File: config.mk
export PLATFORM = sky130hd
export DESIGN_NAME = xalu_sched
export DESIGN_NICKNAME = d
export VERILOG_FILES = /design/src/rtl/xalu_sched.sv
export SDC_FILE = /design/constraint.sdc
export NUM_CORES = 1
export LEC_CHECK = 0
export ABC_AREA = 0
export ABC_CLOCK_PERIOD_IN_PS = 2800
export BUFFER_PORTS_ARGS = -buffer_cell sky130_fd_sc_hd__buf_4
export CAP_MARGIN = 20
export CORE_MARGIN = 10
export CORE_UTILIZATION = 53
export CTS_CLUSTER_SIZE = 24
export DETAILED_ROUTE_END_ITERATION = 10
export PLACE_DENSITY_LB_ADDON = 0.2
export SLEW_MARGIN = 5
export SYNTH_ARGS = -nofsm -noshare
export SYNTH_HDL_FRONTEND = slang
export SYNTH_SLANG_ARGS = --single-unit
File: constraint.sdc
create_clock -name Clock -period 2.8 [get_ports Clock]
set_clock_uncertainty 0.2 [all_clocks]
set_input_delay 0.14 -clock Clock [delete_from_list [all_inputs] [get_ports Clock]]
set_output_delay 0.14 -clock Clock [all_outputs]
set_load 0.01 [all_outputs]
File: src/rtl/xalu_sched.sv
// xalu_sched -- issue scheduler in front of the HI/LO multiply/divide unit.
//
// Accepts mult/multu/div/divu/mthi/mtlo requests from the pipeline, holds
// at most one of them in a pending buffer while the unit is occupied, and
// issues them to the unit as a registered one-cycle Start pulse. mfhi/mflo
// are granted only when the unit is idle with nothing queued. A watchdog
// aborts a unit that stays busy too long and raises a sticky Error.
//
// Ports
//   Clock, Reset       rising-edge clock, synchronous active-high reset
//   Req, ReqOp         request strobe and op (0-5 unit ops, 6 mfhi, 7 mflo)
//   ReqA, ReqB         operands (rs, rt)
//   Flush              drop the buffered request, ignore Req this cycle
//   XBusy              busy flag from the multiply/divide unit
//   Start, XALUOp,     registered issue to the unit
//   XA, XB
//   Stall              request not accepted this cycle (combinational)
//   ReadValid, ReadSel mfhi/mflo granted; 0 = HI, 1 = LO (combinational)
//   Error              sticky watchdog error
//   DoneCnt            completed unit operations, wraps at 16 bits
module xalu_sched (
    input  logic        Clock,
    input  logic        Reset,
    input  logic        Req,
    input  logic [2:0]  ReqOp,
    input  logic [31:0] ReqA,
    input  logic [31:0] ReqB,
    input  logic        Flush,
    input  logic        XBusy,
    output logic        Start,
    output logic [2:0]  XALUOp,
    output logic [31:0] XA,
    output logic [31:0] XB,
    output logic        Stall,
    output logic        ReadValid,
    output logic        ReadSel,
    output logic        Error,
    output logic [15:0] DoneCnt
);

    typedef enum logic [1:0] {IDLE, START, BUSY} state_t;

    state_t      state;
    logic        pend_v;
    logic [2:0]  pend_op;
    logic [31:0] pend_a;
    logic [31:0] pend_b;
    logic [3:0]  wd;

    logic is_read, req_live, acc_xop, acc_read;
    logic busy_done, wd_trip, to_idle, issue_pend, issue_new;

    always_comb begin
        is_read  = ReqOp[2] & ReqOp[1];
        req_live = Req & ~Flush & ~Reset;
        acc_xop  = req_live & ~is_read & ~pend_v;
        // With the unit idle and nothing pending, a read op can never coincide
        // with an issue on the same edge, so no extra issue term is needed.
        acc_read = req_live & is_read & (state == IDLE) & ~pend_v;

        Stall     = req_live & ~(acc_xop | acc_read);
        ReadValid = acc_read;
        ReadSel   = ReqOp[0];

        // wd == 0 marks the first BUSY cycle; XBusy is ignored there because
        // the unit may not have raised it yet.
        busy_done = (state == BUSY) & (wd != 4'd0) & ~XBusy;
        wd_trip   = (state == BUSY) & ~busy_done & (wd == 4'd14);
        // mthi/mtlo (op bit 2 set) take no unit time
        to_idle   = ((state == START) & XALUOp[2]) | busy_done | wd_trip;

        // A pending entry goes out on the edge the state returns to IDLE, or
        // from IDLE if it was buffered on that same returning edge.
        issue_pend = pend_v & ~Flush & ((state == IDLE) | to_idle);
        issue_new  = acc_xop & (state == IDLE);
    end

    always_ff @(posedge Clock) begin
        if (Reset) begin
            state   <= IDLE;
            pend_v  <= 1'b0;
            pend_op <= 3'd0;
            pend_a  <= 32'd0;
            pend_b  <= 32'd0;
            wd      <= 4'd0;
            Start   <= 1'b0;
            XALUOp  <= 3'd0;
            XA      <= 32'd0;
            XB      <= 32'd0;
            Error   <= 1'b0;
            DoneCnt <= 16'd0;
        end else begin
            Start <= issue_pend | issue_new;

            if (issue_pend) begin
                XALUOp <= pend_op;
                XA     <= pend_a;
                XB     <= pend_b;
            end else if (issue_new) begin
                XALUOp <= ReqOp;
                XA     <= ReqA;
                XB     <= ReqB;
            end

            if (issue_pend | issue_new) begin
                state <= START;
            end else begin
                case (state)
                    START:   state <= XALUOp[2] ? IDLE : BUSY;
                    BUSY:    if (busy_done | wd_trip) state <= IDLE;
                    default: state <= IDLE;
                endcase
            end

            if ((state == BUSY) & ~busy_done & ~wd_trip)
                wd <= wd + 4'd1;
            else
                wd <= 4'd0;

            if (wd_trip)
                Error <= 1'b1;

            if (busy_done)
                DoneCnt <= DoneCnt + 16'd1;

            if (Flush | issue_pend) begin
                pend_v <= 1'b0;
            end else if (acc_xop & (state != IDLE)) begin
                pend_v  <= 1'b1;
                pend_op <= ReqOp;
                pend_a  <= ReqA;
                pend_b  <= ReqB;
            end
        end
    end

endmodule

==> impl_results.md, run 1 <==
* Synth Register Bits at approximately 160
* Critical path class: reg -> reg
* CP max stage cell: or3_4
* Period minus WS final at about 2700 ps
* Most area-hungry cell type in the Yosys netlist: dfxtp_1
* Final Util at around three quarters
* Layout cells sized above 1 at approximately a quarter
* Worst-Skew Late Latency at about 430 ps
* Root Buffer: clkbuf_16
* Outcome: finished clean
* Core area at between 10000 and 15000 sq um
* Final #Nets at approximately 1.0k
* Worst path arrival time at around 2800 ps
* Routed Antenna Nets at 0
* Crit end category: register
* GRT Total Usage at 21.70%
* Period utilization at approximately 96%
* First-pass GRT wire length at 31800 um
* Final number of hold-violating endpoints at 0
* Final Max Slew Viols at 0
* Initial drt markers at slightly below 600
* Ys async rst share at 0%
* Reg clk slew, reported paths at ~60 ps
* Post CTS Setup Buffer Count at 0
* Fillers at between 800 and 900
* Drt total wl at about 20000 um
* Total power at roughly 5.3 mW
* Critical Path RT at approximately 2900 ps
* Routed wire length per instance at approximately 18 um
* Ys flop type: dfxtp_1
* Clk buf depth at 2
* Maximum VDD drop at 368.1 uV
* Max-cap violations at 0
* Die width at 132.4 um
* Most common cell after layout, fill and taps aside: buf_4
* Post-synth top area share at roughly 48%
* Placed cells at roughly 1k
* Commonest cells after routing, fill and taps aside: buf_4 (166), dfxtp_1 (159), nand2_1 (143), nor2_1 (81), a21oi_1 (81)
* PortBufs at around 160
* Synth warn at 0
* Post-DP HPWL at roughly 12000 um
* Pwr/cell area at ~570 nW/um^2
* Slew at the pin closest to its max-slew limit at 1049 ps
* Initial antenna violation count at 2
* Synth top area cells: dfxtp_1 (48%), mux2i_1 (10%), nand2_1 (8.1%), a221oi_2 (6.7%), a21oi_1 (6.1%)
* RePlAce Congestion at between 0.7 and 0.8
* Largest net degree at the start of global routing at 95
* Crit-path cells: inv_1 > ha_1 > or3b_1 > and2_4 > or3_4 > a221oi_1
* Vias at roughly 6.3k
* Crit path buf inv count at 1
* Cts hold-fix bufs at 70
* Synthesis-to-finish area growth at 39.28%
* GRT overflow at 0
* Setup violations, final at 0
* Post-synthesis sequential area ratio at around 48%
* Worst Path Max Fanout at between 60 and 70
* Critical path's largest stage delay at 740 ps
* Post-CTS resize count at 0
* Static Leakage at around 4.1 nW
* Initial core utilization at 54.83%
* Yosys cell types at 40
* Worst reg-to-reg setup slack at between 100 and 150 ps
* Synthesized cell area at ~6700 sq um
* Vias per cell at 5.661
* H-tree depth at 4
* CTS buffer count at 17
* Mean post-synth cell area at 9.072 sq um
* TritonCTS sink count at 159
* DRC viols at 0
* FMAX at about 370 MHz
* First-pass DRT Iterations at 5
* Slew Limit Headroom at 30.05%
* Non-Filler Instances at about 1.1k
* Num ports at 160
* Syn_nets at ~810
* Top delay family on crit path: simple AND/OR/NAND/NOR gates
* HP Class: in -> reg
* Vias in the first global route at 6331
* Number of synthesized flops with an enable pin at 0
* TritonCTS clock tree: done
* Syn Inst Count at around 740
* # rows at 40
* DIE AREA at between 15000 and 20000 sq um
* Crit start category: register
* Die Y at 132.4 um
[cell usage after synthesis, types with 7 or more instances]
library cell and instances:
dfxtp_1 159, a221oi_1 37, buf_2 11, nand3_1 7
mux2i_1 67, inv_1 7, a21oi_1 81, nor2_1 81
nand2_1 144, a221oi_2 30, clkbuf_1 46, nand4_1 7
[final cells by class]
type	instances	area [sq um]	area share (%)
inverters	7	26.28	0.2818
flip-flops and latches	159	3183	34.13
well taps	168	210.2	2.254
clock buffers	23	508.0	5.447
multi-input cells	506	3213	34.46
clock inverters	9	152.6	1.637
repair buffers	240	2027	21.74
diodes	2	5.005	0.05367
[flip-flops by register name (all words and copies together) (netlist names), 3 cells and up]
register,cells
pend_a,32
pend_b,32
pend_op,3
wd,4
DoneCnt,16
XA,32
XALUOp,3
XB,32
[metal layers]
| layer | share of wire, % | global-route usage [%] | vias up | wire length (um) |
|---|---|---|---|---|
| met5 | 0 | 0 | - | 0 |
| met3 | 5.7 | 5.221 | 36 | 1138 |
| met2 | 50 | 36.46 | 241 | 9919 |
| met4 | 2.5 | 10.02 | 0 | 501 |
| li1 | - | - | 3009 | - |
| met1 | 42 | 25.45 | 3020 | 8322 |
[path summary, 6_finish.rpt]
check,from,end,cells past startpoint
max reg2reg,wd[0],XB[30],6
min reg2reg,pend_b[7],pend_b[7],2
max,wd[0],XB[30],6
min,Flush,pend_a[23],5
[metrics by stage]
stage	instance area, sq um	hold slack [ps]	worst slack [ps]	TNS [ps]
finish	9325	234.2	109.1	0
global route	9325	260.4	-38.13	-38.13
CTS	9320	214.4	126.8	0
detailed placement	7959	204.8	209.9	0
global placement	7959	196.8	291.5	0
floorplan	6695	75.96	420.0	0
[worst min-delay path, cell delays in order]
cell and delay (ps):
buf_4 100, nor4b_1 80, and3_2 330, nand2_1 110, a21oi_1 50
[cell families after synthesis]
family	Yosys count	synth area share, %
adders and majority gates	4	0.7476
and+or+nand+nor	267	16.82
AOI/OAI and AO/OA	160	19.01
xor gates and xnor gates	8	1.047
muxes	67	10.02
DFF	159	47.54
buffers and inverters	73	4.822
[power breakdown]
| part | internal [mW] | switching, mW | leakage (nW) |
|---|---|---|---|
| Combinational | 0.237 | 0.207 | 2.53 |
| Clock | 1.63 | 0.919 | 0.317 |
| Sequential | 2.30 | 0.0239 | 1.28 |
(Power assumes the default switching activity.)
==> run 2: changes to the inputs <==
--- a/config.mk
+++ b/config.mk
@@ -10,7 +10,7 @@
 export BUFFER_PORTS_ARGS = -buffer_cell sky130_fd_sc_hd__buf_4
 export CAP_MARGIN = 20
 export CORE_MARGIN = 10
-export CORE_UTILIZATION = 53
+export CORE_UTILIZATION = 30
 export CTS_CLUSTER_SIZE = 24
 export DETAILED_ROUTE_END_ITERATION = 10
 export PLACE_DENSITY_LB_ADDON = 0.2
==> run 2 against run 1 <==
Sequential power is essentially flat. Via count shrank 6.0%. Combinational power grew 2%. Non-clock buffer count grew 4. Flip-flop and latch count is the same.
==> impl_results.md, run 2 (synthesized netlist as in run 1, its figures left out) <==
* Setup violations, final at 0
* Period utilization at a little under nine tenths
* Max-cap violations at 0
* Pre-CTS WS at ~410 ps
* Routed Antenna Nets at 0
* Initial drt markers at ~300
* RePlAce Congestion at ~0.72
* Hold Path Depth at 2
* Maximum VDD drop at around 330 uV
* CTS buffer count at 17
* Vias at approximately 5.9k
* Vias per cell at just under 5
* Critical Path RT at 2830 ps
* HP Class: reg -> reg
* TritonCTS clock tree: done
* Initial core utilization at between 30% and 40%
* Worst path arrival time at between 2000 and 2500 ps
* Core area at 21890 sq um
* Die width at between 150 and 200 um
* Final number of hold-violating endpoints at 0
* Fillers at around 2.2k
* GRT Total Usage at 13.70%
* GRT overflow at 0
* Sum of negative setup slack at 0 ps
* Reg clk slew, reported paths at approximately 60 ps
* Final hold slack at 253.0 ps
* Crit end category: register
* Layout cells sized above 1 at about a quarter
* Root Buffer: clkbuf_16
* Outcome: finished clean
* Static Leakage at ~4.1 nW
* Final Max Slew Viols at 0
* Ant diodes at 0
* CP max stage cell: buf_4
* DIE AREA at 28690 sq um
* First-pass GRT wire length at between 30000 and 40000 um
* Die Y at 169.4 um
* Clk buf depth at 2
* Num ports at 160
* H-tree depth at 4
* Worst-Skew Late Latency at between 400 and 500 ps
* Period minus WS final at between 2000 and 2500 ps
* Stages on worst setup path at 7
* Vias in the first global route at ~6.0k
* Initial antenna violation count at 0
* TritonCTS sink count at around 160
* Top delay family on crit path: simple AND/OR/NAND/NOR gates
* Slew at the pin closest to its max-slew limit at approximately 990 ps
* PortBufs at 159
* Most common cell after layout, fill and taps aside: buf_4
* Pwr/cell area at about 560 nW/um^2
* Worst r2r path cells at 7
* Crit path buf inv count at 2
* First-pass DRT Iterations at 5
* Final #Nets at around 1.0k
* Crit-path cells: inv_1 > ha_1 > or3b_1 > and2_4 > o311ai_4 > buf_4 > a221oi_1
* FMAX at between 400 and 500 MHz
* Setup WS post-layout at between 400 and 500 ps
* Post-DP HPWL at 12440 um
* # rows at 54
* Worst Path Max Fanout at 25
* Unrepaired setup endpoints after global routing: no
* Commonest cells after routing, fill and taps aside: buf_4 (168), dfxtp_1 (159), nand2_1 (143), nor2_1 (81), a21oi_1 (81)
* Drt total wl at 19950 um
* Final Util at 43.38%
* DRC viols at 0
* Routed wire length per instance at about 16 um
* Largest net degree at the start of global routing at between 70 and 80
* Crit start category: register
* Synthesis-to-finish area growth at 41.82%
* Critical path class: reg -> reg
* Slew Limit Headroom at between 30% and 40%
* Critical path's largest stage delay at roughly 420 ps
* Total power at about 5.3 mW
## run 2: changes by cell type in the layout (fill, tap and decap cells not counted), sizes merged
cell | before | now
clkinvlp | 3 | 1
buf | 170 | 174
diode | 2 | 0
clkinv | 2 | 3
## run 2: final cells by class
| cell class | count | area (sq um) | area share, % |
|---|---|---|---|
| Tap cell | 280 | 350.3 | 3.690 |
| Sequential cell | 159 | 3183 | 33.52 |
| Timing Repair Buffer | 244 | 2073 | 21.83 |
| Inverter | 7 | 26.28 | 0.2767 |
| Clock inverter | 8 | 153.9 | 1.621 |
| Multi-Input combinational cell | 506 | 3221 | 33.92 |
| Clock buffer | 23 | 488.0 | 5.139 |
## run 2: what timing repair did
| item | 4_1_cts | 5_1_grt |
|---|---|---|
| hold buffers | 70 | 0 |
| setup buffers | 0 | 0 |
| gates resized for setup | 0 | 0 |
| hold endpoints to repair | 150 | 0 |
## run 2: stage by stage
step,std cells,instance area (sq um)
after floorplan,738,6695
final,1227,9495
after CTS,1227,9495
after detailed placement,1126,8153
after global routing,1227,9495
after global placement,1126,8153
## run 2: final timing paths
kind         startpoint         to  slack, ps
min reg2reg   pend_a[7]  pend_a[7]        250
min           pend_a[7]  pend_a[7]        250
max               wd[0]      XB[4]        410
max reg2reg       wd[0]      XB[4]        410
## run 2: power breakdown
part           switching [mW]  total, mW  leakage (nW)  internal (mW)
logic                   0.208      0.452          2.56          0.244
registers              0.0216       2.32          1.28           2.30
clock network           0.912       2.50         0.310           1.59
total                    1.14       5.27          4.15           4.13
## run 2: worst reg2reg max path, delay by kind of cell (launching register included)
family	cells	cell delay, ps
AOI/OAI and AO/OA	2	500
buffers and inverters	2	500
DFF	1	330
and+or+nand+nor	2	540
adders and majority gates	1	130
## run 2: routing by layer
layer | vias up | global-route usage (%) | wire length [um]
met5 | - | 0 | 0
li1 | 3005 | - | -
met3 | 14 | 3.937 | 1058
met1 | 2778 | 17.74 | 9410
met4 | 0 | 3.940 | 220
met2 | 132 | 21.71 | 9260
